<file path="config.mk">
export PLATFORM = sky130hd
export DESIGN_NAME = alu_result_fifo
export DESIGN_NICKNAME = d
export VERILOG_FILES = /design/src/rtl/alu_pkg.sv /design/src/rtl/sm_to_twos.sv /design/src/rtl/alu_result_fifo.sv
export SDC_FILE = /design/constraint.sdc
export NUM_CORES = 1
export LEC_CHECK = 0
export CAP_MARGIN = 20
export CORE_MARGIN = 3
export CORE_UTILIZATION = 40
export DETAILED_ROUTE_END_ITERATION = 7
export PLACE_DENSITY = 0.69
export SLEW_MARGIN = 10
export SYNTH_ARGS = -nofsm -noshare
export SYNTH_HDL_FRONTEND = slang
export SYNTH_SLANG_ARGS = --single-unit
</file>
<file path="constraint.sdc">
create_clock -name clk -period 2.8 [get_ports clk]
set_clock_uncertainty 0.15 [all_clocks]
set_input_delay 0.28 -clock clk [delete_from_list [all_inputs] [get_ports clk]]
set_output_delay 0.28 -clock clk [all_outputs]
set_load 0.05 [all_outputs]
</file>
<file path="src/rtl/alu_pkg.sv">
// Shared types and constants for the ALU result buffer: entry layout and
// default buffer depth.
package alu_pkg;

    localparam int ALU_RES_W     = 4;
    localparam int FLAG_W        = 3;
    localparam int DEPTH_DEFAULT = 4;

    typedef struct packed {
        logic [ALU_RES_W-1:0] r;
        logic                 sf;
        logic                 zf;
        logic                 dzf;
    } entry_t;

endpackage

</file>
<file path="src/rtl/sm_to_twos.sv">
// Sign-magnitude to two's complement conversion for a 4-bit ALU result.
// Negative zero (4'b1000) maps to 0 because 0 - 0 wraps to 0.
module sm_to_twos
    import alu_pkg::*;
(
    input  logic [ALU_RES_W-1:0] sm,
    output logic [ALU_RES_W-1:0] twos
);

    logic [ALU_RES_W-1:0] mag;

    assign mag  = {1'b0, sm[ALU_RES_W-2:0]};
    assign twos = sm[ALU_RES_W-1] ? (ALU_RES_W'(0) - mag) : mag;

endmodule

</file>
<file path="src/rtl/alu_result_fifo.sv">
// Small FIFO buffering ALU results with their flags, plus sticky flag
// accumulation and a saturating count of results offered while full.
module alu_result_fifo
    import alu_pkg::*;
#(
    parameter int DEPTH  = DEPTH_DEFAULT,
    parameter int DROP_W = 8
) (
    input  logic                       clk,
    input  logic                       rst,
    input  logic                       in_valid,
    input  logic [ALU_RES_W-1:0]       in_r,
    input  logic                       in_sf,
    input  logic                       in_zf,
    input  logic                       in_dzf,
    output logic                       in_ready,
    output logic                       out_valid,
    input  logic                       out_ready,
    output logic [ALU_RES_W-1:0]       out_r,
    output logic                       out_sf,
    output logic                       out_zf,
    output logic                       out_dzf,
    output logic [ALU_RES_W-1:0]       out_twos,
    output logic [$clog2(DEPTH):0]     count,
    output logic                       sticky_sf,
    output logic                       sticky_zf,
    output logic                       sticky_dzf,
    input  logic                       clr_sticky,
    output logic [DROP_W-1:0]          drop_cnt
);

    localparam int PTR_W = $clog2(DEPTH);
    localparam int CNT_W = PTR_W + 1;

    entry_t             mem [DEPTH];
    logic [PTR_W-1:0]   wr_ptr_reg;
    logic [PTR_W-1:0]   rd_ptr_reg;
    logic [CNT_W-1:0]   count_reg;
    logic [CNT_W-1:0]   count_next;
    logic [FLAG_W-1:0]  sticky_reg;
    logic [FLAG_W-1:0]  sticky_next;
    logic [FLAG_W-1:0]  in_flags;
    logic [DROP_W-1:0]  drop_cnt_reg;
    logic               push;
    logic               pop;
    entry_t             head;
    entry_t             in_entry;

    assign in_ready  = (count_reg != CNT_W'(DEPTH));
    assign out_valid = (count_reg != '0);
    assign push      = in_valid && in_ready;
    assign pop       = out_valid && out_ready;

    assign in_entry = '{r: in_r, sf: in_sf, zf: in_zf, dzf: in_dzf};
    assign in_flags = {in_sf, in_zf, in_dzf};

    always_comb begin
        count_next = count_reg;
        if (push && !pop) begin
            count_next = count_reg + 1'b1;
        end else if (pop && !push) begin
            count_next = count_reg - 1'b1;
        end
    end

    // Set has priority over clear so a flagged push is never lost.
    generate
        for (genvar gi = 0; gi < FLAG_W; gi++) begin : g_sticky
            assign sticky_next[gi] = (push && in_flags[gi]) || (sticky_reg[gi] && !clr_sticky);
        end
    endgenerate

    // Entry storage is never reset; count alone decides what is valid.
    always_ff @(posedge clk) begin
        if (push) begin
            mem[wr_ptr_reg] <= in_entry;
        end
    end

    always_ff @(posedge clk or posedge rst) begin
        if (rst) begin
            wr_ptr_reg   <= '0;
            rd_ptr_reg   <= '0;
            count_reg    <= '0;
            sticky_reg   <= '0;
            drop_cnt_reg <= '0;
        end else begin
            if (push) begin
                wr_ptr_reg <= wr_ptr_reg + 1'b1;
            end
            if (pop) begin
                rd_ptr_reg <= rd_ptr_reg + 1'b1;
            end
            count_reg  <= count_next;
            sticky_reg <= sticky_next;
            if (in_valid && !in_ready && (drop_cnt_reg != '1)) begin
                drop_cnt_reg <= drop_cnt_reg + 1'b1;
            end
        end
    end

    assign head = out_valid ? mem[rd_ptr_reg] : '0;

    sm_to_twos u_sm_to_twos (
        .sm   (head.r),
        .twos (out_twos)
    );

    assign out_r      = head.r;
    assign out_sf     = head.sf;
    assign out_zf     = head.zf;
    assign out_dzf    = head.dzf;
    assign count      = count_reg;
    assign sticky_sf  = sticky_reg[2];
    assign sticky_zf  = sticky_reg[1];
    assign sticky_dzf = sticky_reg[0];
    assign drop_cnt   = drop_cnt_reg;

endmodule

</file>
# Word-level counts from Yosys, hierarchy flattened
# Memory sizes are Yosys's and may differ from the RTL's.
# Index checks and enable logic that the tools add are counted.
[word_totals] mem_bits_rw=28 output_inout_bits=27 mem_count=1 inputBits=12 ff_bits=18
[mem_list] name="mem" depth=4 word_bits=7 read_ports=1 rd_clocked_by_memory_dff=0 wr=1 line_no="alu_result_fifo.sv:35" text="entry_t mem [DEPTH];"
[op_classes] n_reduce_logical=21 n_eq_ne=2 add_sub_neg=6 mux=6
[op_table] operator="logical AND 1 bit" n=12
[op_table] operator="adder 8 x 1 -> 8 bit (second input constant)" n=1
[op_table] operator="!= test 8 bit (second input constant)" n=1
[op_table] operator="2-to-1 mux 7 bit" n=1
[op_table] operator="2-to-1 mux 3 bit" n=2
[op_table] operator="adder 2 x 1 -> 2 bit (second input constant)" n=2
[op_table] operator="logical NOT 1 bit" n=4
[op_table] operator="2-to-1 mux 4 bit" n=1
[op_table] operator="subtractor 1 x 3 -> 4 bit (first input constant)" n=1
[op_table] operator="adder 3 x 1 -> 3 bit (second input constant)" n=1
[op_table] operator="logical OR 1 bit" n=3
[op_table] operator="!= test 3 bit (second input constant)" n=1
[op_table] operator="nonzero test 3 bit" n=1
[op_table] operator="subtractor 3 x 1 -> 3 bit (second input constant)" n=1
[op_table] operator="2-to-1 mux 1 bit" n=2
[op_table] operator="nonzero test 2 bit" n=1

# Logic depth before layout (Yosys ltp)
# Gate-level depths: netlist (run 1).
[depth] ltp_word=6 ltp_mapped=8

# Modules after synthesis
# A second synthesis (run 1) with hierarchy kept.
[unflattened] hier_cells=130 hier_area_um2=2077.0
[modules_own_cells] module="alu_result_fifo" cells_per_inst=121 n_inst=1 seq_area_each_um2=1291.2 area_each_um2=2016.9
[modules_own_cells] module="sm_to_twos" cells_per_inst=9 n_inst=1 seq_area_each_um2=0.0 area_each_um2=60.1

# Least setup slack after synthesis (run 1)
# Ideal clock, no wire load.
[synth_path] path_type="flip-flop to output port" from="reg count_reg[0], in the netlist count[0]" to="out out_twos[1]" arrival_ns=2.563 path_slack_ns=-0.193 stages_incl_launch_ff=7 n_path_buf=1 required_ns=2.370 cell_sequence="dfrtp_1 > or3_1 > clkbuf_1 > nand2_1 > ha_1 > mux2_1 > and2_1"
[synth_via] elab_chain_len=4
[synth_lines] element="start, declared" line_no="alu_result_fifo.sv:38" text="logic [CNT_W-1:0] count_reg;"
[synth_lines] element="start signal, assigned" line_no="alu_result_fifo.sv:94" text="count_reg <= count_next;"
[synth_lines] element="nonzero test 3 bit *" line_no="alu_result_fifo.sv:50" text="assign out_valid = (count_reg != '0);"
[synth_lines] element="via out_valid" line_no="alu_result_fifo.sv:17" text="output logic out_valid,"
[synth_lines] element="2-to-1 mux 7 bit *" line_no="alu_result_fifo.sv:102" text="assign head = out_valid ? mem[rd_ptr_reg] : '0;"
[synth_lines] element="subtractor 1 x 3 -> 4 bit" line_no="sm_to_twos.sv:13" text="assign twos = sm[ALU_RES_W-1] ? (ALU_RES_W'(0) - mag) : mag;"
[synth_lines] element="2-to-1 mux 4 bit *" line_no="sm_to_twos.sv:13"
[synth_lines] element="end, declared" line_no="alu_result_fifo.sv:23" text="output logic [ALU_RES_W-1:0] out_twos,"
# Mark *: on every way through the listed nets, which the timed path passes. The rest lies on a longest branch.

# Final worst setup path (run 1)
[layout_path] from="reg rd_ptr_reg[0]" to="out out_r[2]"
[layout_via] elab_chain_len=2
[layout_lines] element="start, declared" line_no="alu_result_fifo.sv:37" text="logic [PTR_W-1:0] rd_ptr_reg;"
[layout_lines] element="start signal, assigned" line_no="alu_result_fifo.sv:92" text="rd_ptr_reg <= rd_ptr_reg + 1'b1;"
[layout_lines] element="memory (4 x 7 bit)"
[layout_lines] element="2-to-1 mux 7 bit" line_no="alu_result_fifo.sv:102"
[layout_lines] element="end, declared" line_no="alu_result_fifo.sv:19" text="output logic [ALU_RES_W-1:0] out_r,"
# No other way between the ends.

==> results of run 1 <==
-- worst paths after layout --
kind | from | end | slack (ns) | cells past startpoint
worst max-delay path | rd_ptr_reg[0] | out_r[2] | 0.10 | 3
worst min-delay path | rst | sticky_reg[0] | 0.23 | 2
worst max register to register | count[0] | count[2] | 0.40 | 8
worst min register to register | sticky_reg[0] | sticky_reg[0] | 0.37 | 1
max in group asynchronous | rst | rd_ptr_reg[0] | 1.80 | 2
min in group clk | sticky_reg[0] | sticky_reg[0] | 0.37 | 1
-- cell families (layout without fill, tap and decap cells) --
group / after synthesis / in the layout
DFF: 46 / 46
and+or+nand+nor: 30 / 30
AOI/OAI and AO/OA: 13 / 13
buffers and inverters: 13 / 57
muxes: 12 / 12
xor gates and xnor gates: 11 / 11
adders and majority gates: 8 / 8
-- cell usage in the layout, fill, tap and decap left out, types with 2 or more instances in the layout --
cell type / instances
dlygate4sd2_1: 3
a22o_1: 3
nand3_1: 3
a2111oi_2: 2
edfxtp_1: 28
clkdlybuf4s50_1: 32
clkbuf_8: 6
ha_1: 7
mux2_2: 4
a211oi_1: 2
nor2_1: 3
xor2_1: 5
inv_1: 9
xnor2_1: 6
nand2_1: 5
mux4_2: 3
dfrtp_1: 17
and2_1: 9
mux4_1: 4
buf_4: 4
-- worst max-delay path: cells and delay by family (launching register included) --
family | cells | cell delay (ns)
and+or+nand+nor | 1 | 0.19
muxes | 1 | 0.64
buffers and inverters | 1 | 0.69
DFF | 1 | 0.45
-- repair_timing --
action / in CTS / in global routing
gates resized for setup: 4 / 3
setup buffers: 0 / 0
setup endpoints to repair: 4 / 1
gates cloned: 0 / 0
-- routing by layer --
| metal | global-route usage, % | vias to the layer above | wire length [um] |
|---|---|---|---|
| li1 | - | 575 | - |
| met1 | 16.5 | 606 | 1630 |
| met2 | 22.0 | 30 | 1890 |
| met3 | 4.59 | 7 | 179 |
| met4 | 4.20 | 0 | 51 |
| met5 | 0 | - | 0 |
-- through the flow --
stage	cells	hold slack (ns)	utilization, %
5_1_grt	244	0.297	54.0
3_3_place_gp	236	0.347	52.1
4_1_cts	244	0.264	53.9
6_report	244	0.230	54.0
2_1_floorplan	133	0.0686	-
3_5_place_dp	236	0.349	52.1
-- layout make-up --
cell class	instances	area [um^2]
clock buffers	7	86.3
inverters	9	33.8
clock inverters	1	5.00
well taps	67	83.8
fillers	408	2250
repair buffers	40	397
multi-input cells	74	736
flip-flops and latches	46	1290
-- synthesized netlist by cell type (all sizes together) --
cell     count
a2111oi      2
a211oi       2
a21boi       2
a21o         1
a22o         3
a41oi        1
and2        10
and3         1
and4         1
buf          2
clkbuf       2
dfrtp       18
edfxtp      28
fa           1
ha           7
inv          9
mux2         5
mux4         7
nand2        6
nand2b       1
nand3        3
nand4bb      1
nor2         3
nor3         1
nor3b        1
nor4b        1
o21a         1
o31a         1
or3          1
xnor2        6
xor2         5
==> flow_summary.ini, run 1 <==
[timing]
rsz0062_at_grt = false
drv_slew = 0
period_share_pct = 96.3
finalCriticalPeriod_ns = 2.70
clock.fmax_mhz = 371
hold_violations = 0
slew_headroom_pct = 55.0
setup_viol = 0
finalSetupTns_ns = 0
tightest_slew_ns = 0.675
finalWorstSetupSlack_ns = 0.104

[finish]
drive_gt1_share_pct = 14.7
design_area_um2 = 2630
largest_register_ffs = 28
area.growth.synth_to_final_pct = 26.4
antenna_cells = 0
nNetsFinal = 196

[placed_design]
port_buffers = 38
dpl_cell_area_um2 = 2540
dpl.hpwl_um = 2830
post-place-ws_ns = 0.242
globalplace.congestion = 0.749

[floorplanning]
row_count = 25
fp.dieW_um = 78.2
core_area_um2 = 4880
die_area_um2 = 6110
ios = 39
die_h_um = 78.2
start_util_pct = 42.7

[clock_tree]
ctsHoldBuffers = 0
cts_sinks = 46
htree_levels = 2
root_buffer = clkbuf_8
clock_latency_ns = 0.29
cts.clk_slew.worst_paths_ns = 0.08
cts_buffers = 5
cts.path.max_buffers = 2
cts_tree = built

[logic_synthesis]
syn_area_um2 = 2080
synth.mux.area_fraction_pct = 11.2
ys_warn_count = 0
yosys-top-cells-area = edfxtp_1 40%, dfrtp_1 22%, mux4_1 6.3%
synth_simple_gate_area_share_pct = 8.29
synthAdderAreaFrac_pct = 5.17
synth_top_family_by_area = multiplexers
ys_types = 36
netlist.top_cell.by_area = edfxtp_1
synthXorXnorAreaFrac_pct = 4.62
synth_compound_area_share_pct = 5.89
synth_area_per_cell_um2 = 15.7
yosysSeqAreaShare_pct = 62.0
synth_seq_cells = 46
syn_inst = 133
synth_top_area_share_pct = 40.4
syn_nets = 153

[routing]
wire_per_inst_um = 15.4
remaining_drc_errors = 0
ant_nets = 0
wl_um = 3750
via_count = 1218
dr.pass1.iters = 4
drt_iter0_drc = 57
vias_per_cell = 4.99

[worst_setup_path]
critPathCaptureType = primary output
slowest_delay_ns = 0.69
cp.required_ns = 2.37
cp-start-kind = flop
crit_path_cell_trace = mux4_1 -> and2_1 -> clkdlybuf4s50_1
arrival_ns = 2.27
critical_path_class = reg -> out
crit_slowest_cell = clkdlybuf4s50_1
critPathMaxFanout = 5

[status]
status = finished, final reports clean

[global_routing]
grt_max_degree = 19
overflow = 0
antenna_found_initial = 0
track_usage_pct = 13.3
grt_pass1_vias = 1260
grt_pass1_wl_um = 6160

[worst_hold_path]
hold_path_class = in -> async

[job]
max-cap-violations = 0
Power of run 1 is left out: the tool's default activity adds up to more than one toggle a clock period on the data nets, which glitch-free logic cannot reach.
==> run 2, diff against run 1 <==
--- a/config.mk
+++ b/config.mk
@@ -10,7 +10,6 @@
 export CORE_UTILIZATION = 40
 export DETAILED_ROUTE_END_ITERATION = 7
 export PLACE_DENSITY = 0.69
-export SLEW_MARGIN = 10
 export SYNTH_ARGS = -nofsm -noshare
 export SYNTH_HDL_FRONTEND = slang
 export SYNTH_SLANG_ARGS = --single-unit
==> results of run 2 <==
No change in the layout: final DEF, timing and power equal those of run 1.
Power of run 2 is left out for the same reason.
==> run 3, diff against run 2 <==
--- a/config.mk
+++ b/config.mk
@@ -5,11 +5,12 @@
 export SDC_FILE = /design/constraint.sdc
 export NUM_CORES = 1
 export LEC_CHECK = 0
+export ABC_AREA = 1
 export CAP_MARGIN = 20
 export CORE_MARGIN = 3
 export CORE_UTILIZATION = 40
 export DETAILED_ROUTE_END_ITERATION = 7
-export PLACE_DENSITY = 0.69
+export PLACE_DENSITY = 0.68
 export SYNTH_ARGS = -nofsm -noshare
 export SYNTH_HDL_FRONTEND = slang
 export SYNTH_SLANG_ARGS = --single-unit
==> run 3 against run 2 <==
Core utilization fell by 3.4 points. Cell count rose by 40%. Sequential share of layout area is 3.0 points lower. Die area grew 9.7%. Critical endpoint is now out_dzf. Wire length is 9.7% higher. Highest routed layer unchanged. Register-to-register slack improved by 0.21 ns.
==> flow_summary.ini, run 3 <==
[routing]
remaining_drc_errors = 0
via_count = 1546
vias_per_cell = 4.52
drt_iter0_drc = 90
dr.pass1.iters = 4
wire_per_inst_um = 12.0
ant_nets = 0
wl_um = 4110

[timing]
clock.fmax_mhz = 378
hold_violations = 0
rsz0062_at_grt = false
finalCriticalPeriod_ns = 2.64
slew_headroom_pct = 52.3
finalSetupTns_ns = 0
tightest_slew_ns = 0.714
setup_viol = 0
drv_slew = 0
period_share_pct = 94.4

[global_routing]
overflow = 0
grt_max_degree = 19
grt_pass1_vias = 1366
antenna_found_initial = 0
grt_pass1_wl_um = 6590
track_usage_pct = 13.3

[worst_setup_path]
cp-start-kind = flop
arrival_ns = 2.21
cp.required_ns = 2.37
critPathCaptureType = primary output
ff2ff_path_depth = 11
critical_path_class = reg -> out
r2r_start = count[0]
r2r-end = count[2]
r2r_slack_ns = 0.61
critPathMaxFanout = 9

[finish]
drive_gt1_share_pct = 13.7
most-common-layout-cells = 50 x nand2_1, 34 x inv_1, 34 x clkdlybuf4s50_1
nNetsFinal = 289
largest_register_ffs = 28
final_common_cell = nand2_1
fillers = 509
area.growth.synth_to_final_pct = 21.7
antenna_cells = 0
fin_util_pct = 50.6

[job]
max-cap-violations = 0

[clock_tree]
cts_tree = built
clock_latency_ns = 0.29
cts.clk_slew.worst_paths_ns = 0.08
cts_buffers = 5
post_cts_buffers = 0
ctsHoldBuffers = 0
root_buffer = clkbuf_8
cts.path.max_buffers = 2
htree_levels = 2
cts_sinks = 46

[logic_synthesis]
ys_warn_count = 0
syn_inst = 229
synth_seq_cells = 46
yosysSeqAreaShare_pct = 56.1
synth_most_common_cell = nand2_1
netlist.top_cell.by_area = edfxtp_1
synth_top_area_share_pct = 36.5
synth_area_per_cell_um2 = 10.1
syn_nets = 249
ys_top_cells_by_count = 50 x nand2_1, 34 x inv_1, 28 x edfxtp_1, 21 x nor2_1, 18 x dfrtp_1
synth_enable_flop_cells = 28
synth-main-ff-cell = edfxtp_1
yosys-top-cells-area = edfxtp_1 37%, dfrtp_1 20%, nand2_1 8.1%
ys_types = 29
async_reset_ff_share_pct = 39.1
syn_area_um2 = 2300

[placed_design]
globalplace.congestion = 0.792
dpl.hpwl_um = 3060
port_buffers = 38

[worst_hold_path]
hold_path_class = in -> async

[floorplanning]
core_area_um2 = 5540
start_util_pct = 41.6
die_area_um2 = 6710
fp.dieW_um = 81.9
die_h_um = 81.9
row_count = 27
ios = 39

[status]
status = finished, final reports clean
-- run 3: metal layers --
layer  wire [um]  global-route usage, %
met3         221                   3.84
met2        1800                   18.8
met5           0                      0
met1        2030                   19.3
met4          70                   4.98
-- run 3: timing repair --
action | 4_1_cts | 5_1_grt
endpoints found under the setup margin | 2 | 2
gates resized for setup | 1 | 2
gates cloned | 0 | 0
-- run 3: cell type report --
class	count	area [um^2]	share of cell area, %
Clock buffer	6	72.6	2.59
Clock inverter	2	8.76	0.312
Inverter	40	158	5.62
Multi-Input combinational cell	138	802	28.6
Sequential cell	46	1290	46.1
Tap cell	72	90.1	3.21
Timing Repair Buffer	38	380	13.6
-- run 3: cells by family after synthesis --
| kind of cell | count (synthesis) | synth area share (%) |
|---|---|---|
| flip-flops | 46 | 56.1 |
| buffers and inverters | 45 | 9.13 |
| XOR/XNOR | 9 | 3.42 |
| AND/OR/NAND/NOR | 101 | 21.9 |
| adder cells (fa/ha/maj) | 8 | 4.67 |
| AO/OA/AOI/OAI | 20 | 4.83 |
-- run 3: metrics by stage --
step	setup slack, ns	std cells	hold slack (ns)	area [um^2]
final	0.158	342	0.247	2800
after detailed placement	0.300	334	0.373	2720
after global placement	0.362	334	0.368	2720
after CTS	0.0841	342	0.274	2800
after floorplan	0.279	229	0.0686	2300
after global routing	0.00320	342	0.311	2800
-- run 3: how the worst max path moves through the flow --
stage | cells past startpoint | end | start | slack, ns
finish | 5 | out_dzf | rd_ptr_reg[1] | 0.16
global route | 5 | out_dzf | rd_ptr_reg[1] | 0.003
CTS | 7 | out_twos[3] | rd_ptr_reg[1] | 0.08
detailed placement | 9 | out_twos[3] | rd_ptr_reg[0] | 0.30
global placement | 9 | out_twos[3] | rd_ptr_reg[0] | 0.36
floorplan | 11 | count[2] | count[0] | 0.28
-- run 3: critical path, cell delays in order, from the launching register on --
cell             delay, ns
dfrtp_1               0.57
inv_2                 0.14
nor2_1                0.12
o21ai_0               0.08
a21oi_1               0.17
clkdlybuf4s50_1       0.84
Power of run 3 is left out for the same reason.
==> RTL change: new RTL, flow settings as in run 2 <==
Set the parameter `DROP_W` to 6 (it was 8).
--- a/src/rtl/alu_result_fifo.sv
+++ b/src/rtl/alu_result_fifo.sv
@@ -4,7 +4,7 @@
     import alu_pkg::*;
 #(
     parameter int DEPTH  = DEPTH_DEFAULT,
-    parameter int DROP_W = 8
+    parameter int DROP_W = 6
 ) (
     input  logic                       clk,
     input  logic                       rst,
Interface: changed (resized drop_cnt); port bits go from 39 to 37. No check against the original RTL was run, so the function may have changed too.
==> RTL change against run 2 <==
  * Critical endpoint unchanged
  * Area after synthesis is 5.6% lower
  * Design area decreased by 3.8%
  * Routed wire length shrank 12%
  * Sequential share of layout area barely moved
  * Critical path depth stayed put
  * Setup slack better by 0.011 ns
  * Sequential cell count fell by 2
  * Core utilization rose by 1.9 points
  * Largest cell class unchanged
Power is left out: the tool's default activity adds up to more than one toggle a clock period on the data nets, which glitch-free logic cannot reach.
==> RTL change: results (changes against run 2) <==
metric;value;unit;change
async_flop_share;36.4;%;-2.8 points
cts_max_level;2;;unchanged
synthTopCellsByArea;edfxtp_1, dfrtp_1, mux4_1;;
r2r_slack;0.43;ns;+0.03 ns
cp_top_family;buffers and inverters;;
drtIter0Drc;36;;-37%
max_slew_margin;58.8;%;+3.9 points
outcome;finished clean;;
gp_congestion;0.756;;+0.95%
hpwl;2560;um;-9.5%
synth_compound_area_share;4.20;%;-1.7 points
drive_above_1_share;15.1;%;+0.37 points
crit_fanout;6;;+1
final_nets;185;;-5.6%
portBuffers;36;;-5.3%
dr.pass1.iters;3;;-1
vias_per_cell;4.84;;-3.0%
synth_nets;143;;-6.5%
synthMuxAreaShare;11.3;%;+0.096 points
ys_ff_latch;44;;-4.3%
dpl_cell_area;2400;um2;-5.4%
grt_use_total;12.4;%;-0.90 points
grt_max_degree;17;;-2
antenna_found_initial;0;;unchanged
synth_adder_area_share;5.47;%;+0.31 points
drt_wl_total;3320;um;-12%
ys_seq_area_share;63.1;%;+1.2 points
grt_pass1_vias;1160;;-7.9%
clock_path_buffers;2;;unchanged
yosysUniqueCellTypes;32;;-11%
grt_pass1_wl;5540;um;-10%
largest_reg_flops;28;;unchanged
synth_xor_area_share;4.90;%;+0.28 points
hold_path.class;in -> async;;
arrival;2.25;ns;-0.02 ns
ys_top_cells_by_count;edfxtp_1, dfrtp_1, and2_1, inv_1, xnor2_1;;
==> RTL change: final cells by class <==
type                            instances  area [um2]
Fill cell                             376        2000
Sequential cell                        44        1240
Multi-Input combinational cell         65         662
Timing Repair Buffer                   40         392
Clock buffer                            8         121
Tap cell                               65        81.3
Inverter                                9        33.8
==> RTL change: kinds of logic after synthesis <==
logic type,Yosys count
flip-flops,44
adder cells (fa/ha/maj),8
AND/OR/NAND/NOR,25
multiplexers,11
AO/OA/AOI/OAI,10
buffers and inverters,14
XOR/XNOR,11
==> RTL change: repair_timing <==
item                                    4_1_cts  5_1_grt
gates resized for setup                       4        2
setup buffers                                 0        1
gates cloned                                  0        0
endpoints found under the setup margin        4        1
pin swaps                                     0        0
==> RTL change: stage by stage <==
stage	setup WS [ns]	cells	hold slack [ns]
final	0.116	231	0.211
after global routing	0.00798	231	0.276
after CTS	0.0160	230	0.227
after detailed placement	0.275	222	0.351
after global placement	0.268	222	0.337
after floorplan	0.0612	123	0.0437
==> RTL change: metal layers <==
layer	wire length (um)	up-vias	GRT usage, %	share of wire, %
li1	-	536	-	-
met1	1360	552	13.7	41
met2	1740	24	21.7	52
met3	160	7	4.61	4.8
met4	57	0	4.89	1.7
met5	0	-	0	0
==> RTL change: worst register-to-register path, cell delays in order, from the launching register on <==
cell and delay [ns]:
dfrtp_1 0.46, or3_4 0.47, nand2_1 0.14, ha_1 0.20, inv_1 0.06, fa_1 0.38
xor2_1 0.16, nor2_1 0.12, xor2_1 0.16
==> RTL change: worst min-delay path by stage <==
| stage | slack [ns] | end | startpoint | depth (start not counted) |
|---|---|---|---|---|
| after floorplan | 0.04 | count[0] | rst | 1 |
| final | 0.21 | drop_cnt[3] | rst | 2 |
| after CTS | 0.23 | drop_cnt[3] | rst | 2 |
| after global routing | 0.28 | drop_cnt[3] | rst | 2 |
| after global placement | 0.34 | drop_cnt[5] | drop_cnt[5] | 1 |
| after detailed placement | 0.35 | count[2] | count[2] | 1 |
